[config.mk]
export PLATFORM = sky130hd
export DESIGN_NAME = stream_seq_ctrl_flat
export DESIGN_NICKNAME = d
export VERILOG_FILES = /design/src/rtl/stream_seq_ctrl_if.sv /design/src/rtl/stream_seq_ctrl.sv /design/src/flat_wrapper.sv
export SDC_FILE = /design/constraint.sdc
export NUM_CORES = 1
export LEC_CHECK = 0
export BUFFER_PORTS_ARGS = -buffer_cell sky130_fd_sc_hd__buf_2
export CORE_MARGIN = 2
export CORE_UTILIZATION = 61
export DETAILED_ROUTE_END_ITERATION = 7
export PLACE_DENSITY = 0.94
export SLEW_MARGIN = 20
export SYNTH_ARGS = -nofsm -noshare
export SYNTH_HDL_FRONTEND = slang
export SYNTH_SLANG_ARGS = --single-unit
[constraint.sdc]
create_clock -name clk -period 6.65 [get_ports clk]
set_input_delay 0.665 -clock clk [delete_from_list [all_inputs] [get_ports clk]]
set_output_delay 0.665 -clock clk [all_outputs]
set_load 0.1 [all_outputs]
[src/rtl/stream_seq_ctrl_if.sv]
// Handshake bundle between the streaming-kernel sequencer and its environment.
// The master side drives run control and flow control; the slave side is the sequencer.
interface stream_seq_ctrl_if #(
    parameter int unsigned AW = 6,
    parameter int unsigned CW = 32
) ();
    logic          start;
    logic          abort;
    logic          src_valid;
    logic          dst_ready;
    logic          stall;
    logic          rd_en;
    logic [AW-1:0] rd_addr;
    logic          wr_en;
    logic [AW-1:0] wr_addr;
    logic          busy;
    logic          done;
    logic [CW-1:0] stall_cnt;

    modport master (
        output start, abort, src_valid, dst_ready,
        input  stall, rd_en, rd_addr, wr_en, wr_addr, busy, done, stall_cnt
    );

    modport slave (
        input  start, abort, src_valid, dst_ready,
        output stall, rd_en, rd_addr, wr_en, wr_addr, busy, done, stall_cnt
    );
endinterface

[src/rtl/stream_seq_ctrl.sv]
// Stall-safe sequencer for a fixed-latency streaming kernel: issues read addresses,
// tracks in-flight items through LAT advancing cycles and issues aligned write addresses.
module stream_seq_ctrl #(
    parameter int unsigned SIZE = 32,
    parameter int unsigned LAT  = 5,
    parameter int unsigned AW   = 6,
    parameter int unsigned CW   = 32
) (
    input  logic              clk,
    input  logic              rst_n,
    stream_seq_ctrl_if.slave  bus
);

    typedef enum logic [1:0] {S_IDLE, S_RUN, S_DRAIN, S_DONE} state_e;

    state_e        state_q,     state_d;
    logic [AW-1:0] rd_cnt_q,    rd_cnt_d;
    logic [AW-1:0] wr_cnt_q,    wr_cnt_d;
    logic [LAT-1:0] vld_q,      vld_d;
    logic [CW-1:0] stall_cnt_q, stall_cnt_d;

    logic           active;
    logic           need_src;
    logic           need_dst;
    logic           adv;
    logic           rd_en;
    logic           wr_en;
    logic [LAT-1:0] vld_shift;

    // vld_q mirrors the kernel pipeline occupancy; bit LAT-1 marks an item at the output.
    generate
        if (LAT == 1) begin : g_lat1
            assign vld_shift = rd_en;
        end else begin : g_latn
            assign vld_shift = {vld_q[LAT-2:0], rd_en};
        end
    endgenerate

    always_comb begin
        active   = (state_q == S_RUN) || (state_q == S_DRAIN);
        need_src = (state_q == S_RUN);
        need_dst = vld_q[LAT-1];
        adv      = active && (!need_src || bus.src_valid) && (!need_dst || bus.dst_ready);
        rd_en    = adv && need_src;
        wr_en    = adv && need_dst;
    end

    always_comb begin
        state_d     = state_q;
        rd_cnt_d    = rd_cnt_q;
        wr_cnt_d    = wr_cnt_q;
        vld_d       = vld_q;
        stall_cnt_d = stall_cnt_q;

        case (state_q)
            S_IDLE: begin
                if (bus.start && !bus.abort) begin
                    state_d     = S_RUN;
                    rd_cnt_d    = '0;
                    wr_cnt_d    = '0;
                    vld_d       = '0;
                    stall_cnt_d = '0;
                end
            end
            S_RUN, S_DRAIN: begin
                if (!adv && (stall_cnt_q != '1)) begin
                    stall_cnt_d = stall_cnt_q + CW'(1);
                end
                if (adv) begin
                    vld_d    = vld_shift;
                    rd_cnt_d = rd_cnt_q + AW'(rd_en);
                    wr_cnt_d = wr_cnt_q + AW'(wr_en);
                    if (rd_en && (rd_cnt_q == AW'(SIZE - 1))) begin
                        state_d = S_DRAIN;
                    end
                    if (wr_en && (wr_cnt_q == AW'(SIZE - 1))) begin
                        state_d = S_DONE;
                    end
                end
            end
            S_DONE: state_d = S_IDLE;
            default: state_d = S_IDLE;
        endcase

        // abort keeps stall_cnt so the aborted run's stall figure stays visible.
        if (bus.abort && (state_q != S_IDLE)) begin
            state_d  = S_IDLE;
            rd_cnt_d = '0;
            wr_cnt_d = '0;
            vld_d    = '0;
        end
    end

    always_ff @(posedge clk or negedge rst_n) begin
        if (!rst_n) begin
            state_q     <= S_IDLE;
            rd_cnt_q    <= '0;
            wr_cnt_q    <= '0;
            vld_q       <= '0;
            stall_cnt_q <= '0;
        end else begin
            state_q     <= state_d;
            rd_cnt_q    <= rd_cnt_d;
            wr_cnt_q    <= wr_cnt_d;
            vld_q       <= vld_d;
            stall_cnt_q <= stall_cnt_d;
        end
    end

    assign bus.stall     = !adv;
    assign bus.rd_en     = rd_en;
    assign bus.wr_en     = wr_en;
    assign bus.rd_addr   = rd_cnt_q;
    assign bus.wr_addr   = wr_cnt_q;
    assign bus.busy      = active;
    assign bus.done      = (state_q == S_DONE);
    assign bus.stall_cnt = stall_cnt_q;

endmodule
[src/flat_wrapper.sv]
// flat-port wrapper written by rule: the top's interface ports become plain ports
module stream_seq_ctrl_flat 
#(
    parameter int unsigned SIZE = 32,
    parameter int unsigned LAT  = 5,
    parameter int unsigned AW   = 6,
    parameter int unsigned CW   = 32
)
  (clk, rst_n, bus_start, bus_abort, bus_src_valid, bus_dst_ready, bus_stall, bus_rd_en, bus_rd_addr, bus_wr_en, bus_wr_addr, bus_busy, bus_done, bus_stall_cnt);
  stream_seq_ctrl_if #(.AW(AW), .CW(CW)) bus_i ();
  input  logic clk;
  input  logic rst_n;
  input wire logic [$bits(bus_i.start)-1:0] bus_start;
  input wire logic [$bits(bus_i.abort)-1:0] bus_abort;
  input wire logic [$bits(bus_i.src_valid)-1:0] bus_src_valid;
  input wire logic [$bits(bus_i.dst_ready)-1:0] bus_dst_ready;
  output wire logic [$bits(bus_i.stall)-1:0] bus_stall;
  output wire logic [$bits(bus_i.rd_en)-1:0] bus_rd_en;
  output wire logic [$bits(bus_i.rd_addr)-1:0] bus_rd_addr;
  output wire logic [$bits(bus_i.wr_en)-1:0] bus_wr_en;
  output wire logic [$bits(bus_i.wr_addr)-1:0] bus_wr_addr;
  output wire logic [$bits(bus_i.busy)-1:0] bus_busy;
  output wire logic [$bits(bus_i.done)-1:0] bus_done;
  output wire logic [$bits(bus_i.stall_cnt)-1:0] bus_stall_cnt;
  assign bus_i.start = bus_start;
  assign bus_i.abort = bus_abort;
  assign bus_i.src_valid = bus_src_valid;
  assign bus_i.dst_ready = bus_dst_ready;
  assign bus_stall = bus_i.stall;
  assign bus_rd_en = bus_i.rd_en;
  assign bus_rd_addr = bus_i.rd_addr;
  assign bus_wr_en = bus_i.wr_en;
  assign bus_wr_addr = bus_i.wr_addr;
  assign bus_busy = bus_i.busy;
  assign bus_done = bus_i.done;
  assign bus_stall_cnt = bus_i.stall_cnt;
  stream_seq_ctrl #(.SIZE(SIZE), .LAT(LAT), .AW(AW), .CW(CW)) u_core (.clk(clk), .rst_n(rst_n), .bus(bus_i));
endmodule
Yosys cells after proc, flatten, opt, wreduce, memory -nomap -nowiden
Index checks and enable logic that the tools add are counted.
{"block": "word_totals", "input_bits": 6, "rom_bits": 0, "latch_bits": 0, "n_memories": 0, "ramBits": 0, "register_bits": 51}
{"block": "op_classes", "mux": 20, "div": 0, "eq_ne": 11, "reduce_logical": 24, "shift": 0, "mul": 0, "order_cmp": 0, "n_addsub": 3, "bitwise": 0}
{"operator": "$mux 32", "count": 2}
{"operator": "$pmux 32 s2", "count": 1}
{"operator": "$add 32x1->32 const B", "count": 1}
{"operator": "$ne 32x32->1 const B", "count": 1}
{"operator": "$mux 6", "count": 5}
{"operator": "$pmux 6 s2", "count": 2}
{"operator": "$mux 5", "count": 3}
{"operator": "$add 6x1->6", "count": 2}
{"operator": "$eq 6x5->1 const B", "count": 2}
{"operator": "$mux 2", "count": 5}
{"operator": "$pmux 5 s2", "count": 1}
{"operator": "$logic_and 1x1->1", "count": 9}
{"operator": "$reduce_and 3->1", "count": 3}
{"operator": "$ne 3x1->1 const B", "count": 2}
{"operator": "$pmux 2 s3", "count": 1}
{"operator": "$eq 2x2->1 const B", "count": 2}
{"operator": "$logic_not 1->1", "count": 4}
{"operator": "$ne 2x1->1 const B", "count": 2}
{"operator": "$ne 4x1->1 const B", "count": 1}
{"operator": "$reduce_bool 2->1", "count": 2}
{"operator": "$logic_or 1x1->1", "count": 3}
{"operator": "$reduce_bool 3->1", "count": 1}
{"operator": "$eq 2x1->1 const B", "count": 1}
{"operator": "$logic_not 2->1", "count": 1}
{"operator": "$reduce_or 2->1", "count": 1}

Depth between registers and ports, before layout
{"block": "depth", "depth_word": 12, "depth_mapped": 10, "ltp_nobuf": 9}

Worst setup path before layout
No wires, ideal clock.
{"block": "synth_timing", "kind": "reg-to-reg", "start": "register u_core.state_q[1]", "end": "register u_core.wr_cnt_q[4] (netlist: u_core.bus.wr_addr[4])", "setup_slack_ps": 3764, "synth_period_minus_slack_ps": 2886, "arrival_time_ps": 2803, "setup_ps": 83, "path_stages_with_launch": 10, "required_time_ps": 6567, "path_cell_list": "dfrtp_1 -> inv_1 -> ha_1 -> mux2_2 -> and3_1 -> ha_1 -> ha_1 -> nand4_1 -> or4_1 -> o21ai_0"}
{"block": "synth_between", "elab_chain_cells": 10, "elab_cells_between_ends": 20}
{"element": "start, declared", "line_no": "stream_seq_ctrl.sv:16", "rtl": "state_e state_q, state_d;"}
{"element": "start signal, assigned", "line_no": "stream_seq_ctrl.sv:102", "rtl": "state_q <= state_d;"}
{"element": "$eq 2x1->1", "line_no": "stream_seq_ctrl.sv:40, stream_seq_ctrl.sv:41"}
{"element": "$logic_not 1->1", "line_no": "stream_seq_ctrl.sv:43", "rtl": "adv = active && (!need_src || bus.src_valid) && (!need_dst || bus.dst_ready);"}
{"element": "$logic_or 1x1->1", "line_no": "stream_seq_ctrl.sv:43"}
{"element": "$logic_and 1x1->1 (*) (2 in series)", "line_no": "stream_seq_ctrl.sv:43"}
{"element": "$logic_and 1x1->1 (*)", "line_no": "stream_seq_ctrl.sv:45", "rtl": "wr_en = adv && need_dst;"}
{"element": "via bus_wr_en", "line_no": "flat_wrapper.sv:20", "rtl": "output wire logic [$bits(bus_i.wr_en)-1:0] bus_wr_en;"}
{"element": "$add 6x1->6 (*)", "line_no": "stream_seq_ctrl.sv:72", "rtl": "wr_cnt_d = wr_cnt_q + AW'(wr_en);"}
{"element": "$mux 6 (*)", "line_no": "stream_seq_ctrl.sv:69", "rtl": "if (adv) begin"}
{"element": "$pmux 6 s2 (*)", "line_no": "stream_seq_ctrl.sv:55", "rtl": "case (state_q)"}
{"element": "$mux 6 (*)", "line_no": "stream_seq_ctrl.sv:86", "rtl": "if (bus.abort && (state_q != S_IDLE)) begin"}
{"element": "end signal, assigned", "line_no": "stream_seq_ctrl.sv:104", "rtl": "wr_cnt_q <= wr_cnt_d;"}
{"element": "end, declared", "line_no": "stream_seq_ctrl.sv:18", "rtl": "logic [AW-1:0] wr_cnt_q, wr_cnt_d;"}
The timed path passes the listed nets; every way through them passes the cells marked *. The select of a mux whose other input is x is not followed.
A chain may end at the register's enable or synchronous reset.

Worst setup path in the final report
{"block": "layout_timing", "start": "register u_core.state_q[0]", "end": "register u_core.stall_cnt_q[0] (netlist: u_core.bus.stall_cnt[0])"}
{"block": "layout_between", "elab_chain_cells": 9, "elab_cells_between_ends": 16}
{"element": "$eq 2x1->1", "line_no": "stream_seq_ctrl.sv:40, stream_seq_ctrl.sv:41, stream_seq_ctrl.sv:55"}
{"element": "$logic_not 1->1", "line_no": "stream_seq_ctrl.sv:43"}
{"element": "$logic_or 1x1->1", "line_no": "stream_seq_ctrl.sv:43"}
{"element": "$logic_and 1x1->1 (2 in series)", "line_no": "stream_seq_ctrl.sv:43"}
{"element": "$logic_not 1->1", "line_no": "stream_seq_ctrl.sv:66", "rtl": "if (!adv && (stall_cnt_q != '1)) begin"}
{"element": "$logic_and 1x1->1", "line_no": "stream_seq_ctrl.sv:66"}
{"element": "$ne 2x1->1 (no source line)"}
{"element": "$reduce_and 3->1 (no source line)"}
{"element": "end signal, assigned", "line_no": "stream_seq_ctrl.sv:106", "rtl": "stall_cnt_q <= stall_cnt_d;"}
{"element": "end, declared", "line_no": "stream_seq_ctrl.sv:20", "rtl": "logic [CW-1:0] stall_cnt_q, stall_cnt_d;"}
Several ways; a longest one is shown, not always the timed one.

==> results by group <==
Power and ir drop
  – Net Sw Power: between 700 and 800 uW
  – Clock share of power: a little over an eighth
  – Static leakage: 1.68 nW
  – Combinational Power Share: about three fifths
  – Pwr Density: a little under 400 nW/um2
  – Tot Pwr: 1.35 mW
  – Seq pwr share: 27.7%
  – Worst vdd ir: 339 uV
  – P_int: 581 uW
  – Net Sw Frac: 57.0%

Final layout
  – Post-layout net count: 408
  – Finished Core Util: approximately 69%
  – Design area: roughly 3500 um2
  – Commonest cells after routing, fill and taps aside: buf_2, dfrtp_1, o21ai_0
  – Diode count: 0
  – Layout cells sized above 1: just under 20%
  – Area delta synth->final: 10.9%
  – Most common cell after layout, fill and taps aside: buf_2
  – Non-Filler Instances: 463

Route
  – Pre-antenna DRT Iters: 5
  – Via count: 3,218
  – Post-route ant nets: 0
  – WL final: 8.11 mm
  – WL met2: 3.87 mm
  – M1 wire length: 3.43 mm
  – DRT iter0 DRCs: 360
  – Vias per inst: 6.95
  – Routed wire per std cell: 17.5 um
  – Highest routed layer: met4
  – Met3 WL: about 680 um
  – DRC Markers: 0

Clocking
  – Worst-path clk slew: roughly 0.09 ns
  – Cts bufs inserted: 5
  – Clock Path Buffers: 2
  – Clk_lat worst skew: 0.31 ns
  – Clk sinks: 51
  – H-tree depth: 2
  – Setup Fix Bufs, Post-CTS: 0
  – CTS tree: built
  – Post-CTS Resized: 0
  – CTS Hold Bufs: 0
  – Root buf cell: clkbuf_8

Logic synthesis
  – Syn. warnings: 0
  – Mapped Cells: 350
  – Mapped Nets: 366
  – Top FF cell, synth: dfrtp_1
  – Seq/Total Area, Yosys: 40.2%
  – Async SR Flop Fraction: 100%
  – Share of the synthesized area in the top cell type: 40.2%
  – Mapped Area: 3170 um2
  – Synth top area cells: dfrtp_1, o21ai_0, nand2_1
  – Yosys cell types: 56
  – Post-synth EDFFs: 0
  – Synth Register Bits: 51
  – Syn_area_per_cell: 9.07 um2
  – Area leader, netlist: dfrtp_1

Global route
  – First-pass GRT wire length: 13.7 mm
  – Gr ovfl total: 0
  – Vias in the first global route: 2,908
  – GRT Total Usage: 28.7%
  – Initial antenna violation count: 0
  – Maximum number of pins on one net before global-route repair: 52

Critical path
  – Worst Path Required: a little under 7 ns
  – CP Cell Sequence: inv_1 -> ha_1 -> and3_1 -> nand3_1 -> nor3b_4 -> or2_0 -> o21ai_0
  – Crit path max fanout: 31
  – Delay of the slowest critical-path stage: 0.91 ns
  – Worst setup SP type: register
  – CP max-delay cell: ha_1
  – WS Path Type: reg2reg
  – CP Capture Type: register
  – CP arrival: 3.92 ns

STA
  – Final setup margin: just under 3 ns
  – Fin. Hold Viols: 0
  – Worst rel slew slack: a little over a third
  – Fin crit share: between 50% and 60%
  – Worst-margin pin slew: 0.957 ns
  – Final setup violation count: 0
  – Clock Skew: 0.00557 ns
  – RSZ-0062 raised after global routing: no
  – Setup TNS: 0 ns
  – Post-route minimum period: 3.76 ns
  – Pins Over Slew Limit: 0
  – Hold slack final: 0.357 ns
  – FMAX: 0.266 GHz

Floorplan
  – Io pins: between 50 and 60
  – Die ar.: 5790 um2
  – Row count: 26
  – Die W: 76.1 um
  – DIE HEIGHT: 76.1 um
  – Core Box Area: 5070 um2
  – Starting Density: between 60% and 70%

Placement
  – DP HPWL: 5.34 mm
  – Port buffer count: 54
  – Pre-CTS worst setup slack: 3.03 ns
  – Post-DP Area: 3430 um2
  – Placed Cells: 455
  – RePlAce Congestion: 0.899

Hold path
  – Hold Crit Class: in2async

Outcome
  – Outcome: finished, final reports clean

Job
  – Max Cap Violations: 0
## worst max-delay path: cells and delay by family (launching register included)
kind / cells / cell delay, ns
AOI/OAI and AO/OA: 1 / 0.20
adders and majority gates: 1 / 0.91
buffers and inverters: 1 / 0.11
DFF: 1 / 0.43
and+or+nand+nor: 4 / 1.95
## cell families (layout without fill, tap and decap cells)
family / after synthesis / after routing / share of synthesized area [%]
flops: 51 / 51 / 40.2
fa+ha+maj: 10 / 10 / 3.94
mux: 3 / 3 / 1.03
buf+inv: 27 / 70 / 4.10
simple gates: 146 / 146 / 26.5
compound gates: 113 / 113 / 24.3
## area by class of cell
type	count	area (um2)
well taps	70	87.6
multi-input cells	272	1770
flip-flops and latches	51	1280
inverters	7	26.3
clock buffers	7	76.3
repair buffers	55	280
fillers	391	1560
clock inverters	1	5.00
## sequential cells by signal, indices dropped and copies added (netlist names)
name                  cells
u_core.bus.rd_addr        6
u_core.state_q            2
u_core.bus.stall_cnt     32
u_core.bus.wr_addr        6
u_core.vld_q              5
## per-layer routing
layer | vias up | track usage, %
met5 | - | 0
met4 | 0 | 12.9
met3 | 16 | 4.74
met2 | 204 | 44.6
met1 | 1567 | 39.8
li1 | 1431 | -
## power by group through the flow
stage,Combinational (mW),Clock [mW],Sequential (mW)
final,0.801,0.176,0.374
after global routing,0.857,0.184,0.380
after CTS,0.785,0.176,0.373
after detailed placement,0.783,0,0.379
after global placement,0.764,0,0.376
after floorplan,0.537,0,0.502
## worst paths after layout
kind                                        start                  endpoint  slack (ns)  cells after the start
worst min register to register    u_core.vld_q[1]           u_core.vld_q[1]        0.54                      2
worst max-delay path            u_core.state_q[0]   u_core.bus.stall_cnt[0]        2.89                      7
min in group clk                  u_core.vld_q[1]           u_core.vld_q[1]        0.54                      2
max in group asynchronous                   rst_n  u_core.bus.stall_cnt[17]        5.83                      1
worst min-delay path                        rst_n           u_core.vld_q[3]        0.36                      1
worst max register to register  u_core.state_q[0]   u_core.bus.stall_cnt[0]        2.89                      7
## synthesized netlist by cell type, types with 2 or more instances
library cell,number
or3_1,8
o31a_2,2
a21oi_1,11
mux2_2,2
nand4_1,12
and2_1,5
o21ai_0,43
nor4_1,4
nand2b_1,6
a41oi_1,2
nor3_1,10
o22a_1,2
nand3_1,23
and4_1,3
o21a_1,2
o41ai_1,6
a31oi_1,4
clkbuf_1,12
buf_4,5
ha_1,10
and3_1,11
nand2_1,39
or2_2,3
inv_1,7
nor2_1,6
a211o_1,7
nor3b_1,2
o31ai_1,16
a22o_1,5
o31a_1,3
or4_1,4
dfrtp_1,51
Power figures use the tool's default switching activity.
